`config.mk`:
```
export PLATFORM = sky130hd
export DESIGN_NAME = logic_pipe
export DESIGN_NICKNAME = d
export VERILOG_FILES = /design/src/rtl/logic_pipe_pkg.sv /design/src/rtl/logic_core.sv /design/src/rtl/logic_pipe.sv
export SDC_FILE = /design/constraint.sdc
export NUM_CORES = 1
export LEC_CHECK = 0
export CORE_AREA = 8 8 71 73
export CTS_CLUSTER_DIAMETER = 30
export DETAILED_ROUTE_END_ITERATION = 6
export DIE_AREA = 0 0 79 81
export PLACE_DENSITY = 0.91
export SYNTH_ARGS = -nofsm -noshare
export SYNTH_HDL_FRONTEND = slang
export SYNTH_HIERARCHICAL = 1
export SYNTH_SLANG_ARGS = --single-unit
export TNS_END_PERCENT = 5
```
`constraint.sdc`:
```
create_clock -name clk -period 5.25 [get_ports clk]
set_input_delay 0.7875 -clock clk [delete_from_list [all_inputs] [get_ports clk]]
set_output_delay 0.7875 -clock clk [all_outputs]
set_load 0.03 [all_outputs]
```
`src/rtl/logic_pipe_pkg.sv`:
```
// Shared definitions for logic_pipe: operation codes and the op-select width.
package logic_pipe_pkg;

    localparam int LP_OP_W = 3;

    typedef enum logic [LP_OP_W-1:0] {
        LP_AND     = 3'd0,
        LP_INHIBIT = 3'd1,
        LP_OR      = 3'd2,
        LP_XOR     = 3'd3,
        LP_NAND    = 3'd4,
        LP_NOR     = 3'd5,
        LP_XNOR    = 3'd6,
        LP_PASSB   = 3'd7
    } lp_op_e;

endpackage

```
`src/rtl/logic_core.sv`:
```
// Combinational bitwise operation unit feeding the logic_pipe stage registers.
module logic_core
    import logic_pipe_pkg::*;
#(
    parameter int WIDTH = 8
) (
    input  logic [LP_OP_W-1:0] op,
    input  logic [WIDTH-1:0]   a,
    input  logic [WIDTH-1:0]   b,
    output logic [WIDTH-1:0]   r
);

    always_comb begin
        r = '0;
        case (op)
            LP_AND:     r = a & b;
            LP_INHIBIT: r = ~a & b;
            LP_OR:      r = a | b;
            LP_XOR:     r = a ^ b;
            LP_NAND:    r = ~(a & b);
            LP_NOR:     r = ~(a | b);
            LP_XNOR:    r = ~(a ^ b);
            LP_PASSB:   r = b;
            default:    r = '0;
        endcase
    end

endmodule

```
`src/rtl/logic_pipe.sv`:
```
// Bitwise logic unit with a registered output stage and a one-entry skid buffer.
// Define LOGIC_PIPE_STATS_EN to build the saturating op_count transfer counter.
module logic_pipe
    import logic_pipe_pkg::*;
#(
    parameter int WIDTH = 8,
    parameter int CNT_W = 16
) (
    input  logic                 clk,
    input  logic                 reset,
    input  logic                 in_valid,
    output logic                 in_ready,
    input  logic [LP_OP_W-1:0]   op,
    input  logic [WIDTH-1:0]     a,
    input  logic [WIDTH-1:0]     b,
    output logic                 out_valid,
    input  logic                 out_ready,
    output logic [WIDTH-1:0]     s,
    output logic                 zero,
    output logic [CNT_W-1:0]     op_count
);

    logic [WIDTH-1:0] r_p0;
    logic [WIDTH-1:0] skid_p1;
    logic             skid_vld_p1;
    logic [WIDTH-1:0] s_p2;
    logic             vld_p2;
    logic             rdy_q;
    logic             accept;
    logic             drain;

    logic_core #(.WIDTH(WIDTH)) u_core (
        .op (op),
        .a  (a),
        .b  (b),
        .r  (r_p0)
    );

    assign accept = in_valid && rdy_q;
    assign drain  = vld_p2 && out_ready;

    // ---- stage p1/p2: output register and skid control; in_ready mirrors !skid_vld_p1 from a flop
    always_ff @(posedge clk or posedge reset) begin
        if (reset) begin
            vld_p2      <= 1'b0;
            skid_vld_p1 <= 1'b0;
            rdy_q       <= 1'b1;
            s_p2        <= '0;
        end else begin
            if (drain && skid_vld_p1) begin
                s_p2        <= skid_p1;
                skid_vld_p1 <= 1'b0;
                rdy_q       <= 1'b1;
            end else if (accept && (!vld_p2 || drain)) begin
                s_p2   <= r_p0;
                vld_p2 <= 1'b1;
            end else if (accept) begin
                skid_vld_p1 <= 1'b1;
                rdy_q       <= 1'b0;
            end else if (drain) begin
                vld_p2 <= 1'b0;
            end
        end
    end

    // Skid payload is qualified by skid_vld_p1, so it needs no reset.
    always_ff @(posedge clk) begin
        if (accept && vld_p2 && !drain && !skid_vld_p1) begin
            skid_p1 <= r_p0;
        end
    end

    assign in_ready  = rdy_q;
    assign out_valid = vld_p2;
    assign s         = s_p2;
    assign zero      = (s_p2 == '0);

`ifdef LOGIC_PIPE_STATS_EN
    function automatic logic [CNT_W-1:0] sat_inc(input logic [CNT_W-1:0] v);
        return (&v) ? v : v + CNT_W'(1);
    endfunction

    logic [CNT_W-1:0] cnt_q;

    always_ff @(posedge clk or posedge reset) begin
        if (reset) begin
            cnt_q <= '0;
        end else if (drain) begin
            cnt_q <= sat_inc(cnt_q);
        end
    end

    assign op_count = cnt_q;
`else
    assign op_count = '0;
`endif

endmodule

```
==> metrics <==
met1 usage=14.8%; Max VDD drop=0.0800 mV; Reg clk slew, reported paths=70 ps; post-route setup slack=2200 ps; Chip Height=81 um; Hold Buf Count CTS=0; EDFF count, synth=8; RSZ-0062 raised after global routing=false; Design Area, Final=2200 sq um; mapped cell area=1920 sq um; gr busiest metal=met2; DR DRC count=0; Avg WL per Cell=13.4 um; fmax=0.328 GHz; Slew Viols, Final=0; clk_skew=0.582 ps; layout cells sized above 1=3.69%; TritonCTS buffer count=3; vias in the first global route=1587; DRT antenna net count=0; Yosys reg bits=19; hold slack=557 ps; CP peak stage delay=1060 ps; Net count, final=292; Leak Pwr=0.000972 uW; Crit Path Class=in2reg; CP delay by family, top=buffers and inverters; Tot GR Track Use=12.8%; DRT Pass-1 Iters=4; CORE AREA=3910 sq um; die area=6400 sq um; sequential-to-total area share from yosys stat=26.9%; clock sinks=19; Maximum Capacitance Violations=0; Synth-to-Final Area Change=14.4%; CP max-delay cell=clkdlybuf4s50_1; Site Rows=23; GR Layer Usage met2=22.2%; Worst Path Arrival=3240 ps; initial core utilization=49.1%; Syn Inst Count=221; IO Port Bufs=33; fin crit share=58.1%; Worst setup SP type=primary input; DP Wirelength=2.99 mm; first-pass GRT wire length=6.69 mm; Final Power=496 uW; Synth cell types=39; Top FF cell, synth=dfrtp_1; critical path fanouts, max=30; routed vias/inst=5.37; Via Count=1578; CTS tree=built; post-cts resize count=0; H-tree levels=1; initial antenna violation count=0; CP Capture Type=register; pre-CTS worst setup slack=1960 ps; GRT Residual Overflow=0; io pins=50; # diodes=0; Worst-Skew Late Latency=260 ps; CP Cell Sequence=clkdlybuf4s50_1 > inv_1 > mux4_2 > a21oi_1 > o21ai_0 > a2bb2oi_1; worst-margin pin slew=1100 ps; setup tns final=0 ps; Final Hold Violating Endpoints=0; status=finished, final reports clean; endpoints failing setup=0; GRT met3 Usage=1.88%; YS warnings=6; Hold Crit Class=reg2reg; Post-synth ARST share=57.9%; critical path required time=5440 ps; routed wire length=3.93 mm; min Tclk post-route=3050 ps; die width=79 um; Relative slew margins=26.5%; initial DRC count=91; power density over the cells=226 nW/um^2; Post-DP Area=2150 sq um; CP Buf/Inv Count=2; Final GP Congestion=0.780; CTS root buf=clkbuf_8; Syn Area/Cell=8.69 sq um; Max clock buf depth=2; largest net degree at the start of global routing=37; Setup Fix Bufs, Post-CTS=0
==> kinds of logic (layout without fill, tap and decap cells) <==
family | count (synthesis) | count (layout) | share of synthesized area (%)
other | 1 | 16 | 0.195
AO/OA/AOI/OAI | 70 | 70 | 23.6
AND/OR/NAND/NOR | 49 | 49 | 13.4
buffers and inverters | 52 | 60 | 15.9
adder cells (fa/ha/maj) | 24 | 24 | 15.6
multiplexers | 6 | 6 | 4.43
flip-flops | 19 | 19 | 26.9
==> flip-flops by register name (all words and copies together) (netlist names) <==
| signal | count |
|---|---|
| s | 8 |
| out_valid | 1 |
| skid_vld_p1 | 1 |
| in_ready | 1 |
| skid_p1 | 8 |
==> worst register-to-register path: stages (launching register included) <==
cell	delay (ps)
dfrtp_1	610
nor2b_1	320
nor3b_1	920
==> per-layer routing <==
metal | vias to the layer above | part of all wire [%]
met4 | 0 | 2.3
li1 | 793 | -
met2 | 52 | 47
met1 | 728 | 44
met5 | - | 0
met3 | 5 | 6.7
==> report_power, final <==
part           switching (uW)  leakage, uW  internal, uW  total, uW
Sequential               17.9     0.000205           175        193
Combinational             112     0.000741          87.7        199
Clock                    50.2    0.0000255          52.9        103
Total                     180     0.000972           316        496
==> per-stage QoR <==
step                util (%)  instances
floorplan                  -        236
global placement        55.0        290
detailed placement      55.0        290
CTS                     56.1        294
global route            56.1        294
finish                  56.1        294
==> synth_stat cells, types with 2 or more instances <==
library cell / count / area share (%)
a211o_1: 2 / 0.91
a211oi_1: 2 / 0.78
a21oi_1: 11 / 2.9
a2bb2oi_1: 8 / 3.6
a31oi_1: 5 / 1.6
and2_1: 8 / 2.6
buf_2: 6 / 1.6
buf_4: 17 / 6.6
buf_6: 4 / 2.3
dfrtp_1: 10 / 13
edfxtp_1: 8 / 13
ha_1: 24 / 16
inv_1: 23 / 4.5
mux2i_1: 4 / 2.1
mux4_2: 2 / 2.3
nand2_1: 6 / 1.2
nand3_1: 4 / 1.0
nor2_1: 14 / 2.7
nor2b_1: 4 / 1.3
nor3b_1: 2 / 0.78
o2111ai_1: 2 / 0.91
o211ai_1: 5 / 2.0
o21ai_0: 24 / 6.3
o21ai_1: 2 / 0.52
o21bai_1: 4 / 1.6
or3_1: 6 / 2.0
or4_1: 2 / 0.78
==> cell usage in the layout, fill, tap and decap left out, types with 5 or more instances in the layout <==
| cell type | count |
|---|---|
| a21oi_1 | 11 |
| nor2_1 | 14 |
| or3_1 | 6 |
| nand2_1 | 6 |
| o21ai_0 | 24 |
| edfxtp_1 | 8 |
| clkdlybuf4s50_1 | 33 |
| o211ai_1 | 5 |
| a2bb2oi_1 | 8 |
| and2_1 | 8 |
| dfrtp_1 | 10 |
| ha_1 | 24 |
| inv_1 | 23 |
| conb_1 | 16 |
| a31oi_1 | 5 |
==> cell type report <==
class                      instances  area (sq um)
clock buffer                       3          41.3
clock inverter                     1          5.00
fill                             379          1720
inverter                          23          86.3
multi-input combinational        165          1150
sequential                        19           517
tap                               50          62.6
timing repair buffer              33           330
==> final timing paths <==
path                       depth (start not counted)  slack [ps]             startpoint                       to
max                                                6        2200                  op[0]         s[7]$_DFFE_PP0P_
min                                                2         560   in_ready$_DFFE_PP1P_     in_ready$_DFFE_PP1P_
max reg2reg                                        2        3020  out_valid$_DFFE_PP0P_     skid_p1[5]$_DFFE_PP_
min reg2reg                                        2         560   in_ready$_DFFE_PP1P_     in_ready$_DFFE_PP1P_
max in group asynchronous                          2        4110                  reset     in_ready$_DFFE_PP1P_
min in group asynchronous                          2         820                  reset  skid_vld_p1$_DFFE_PP0P_
Note: power is estimated with default switching activity, not from simulation.
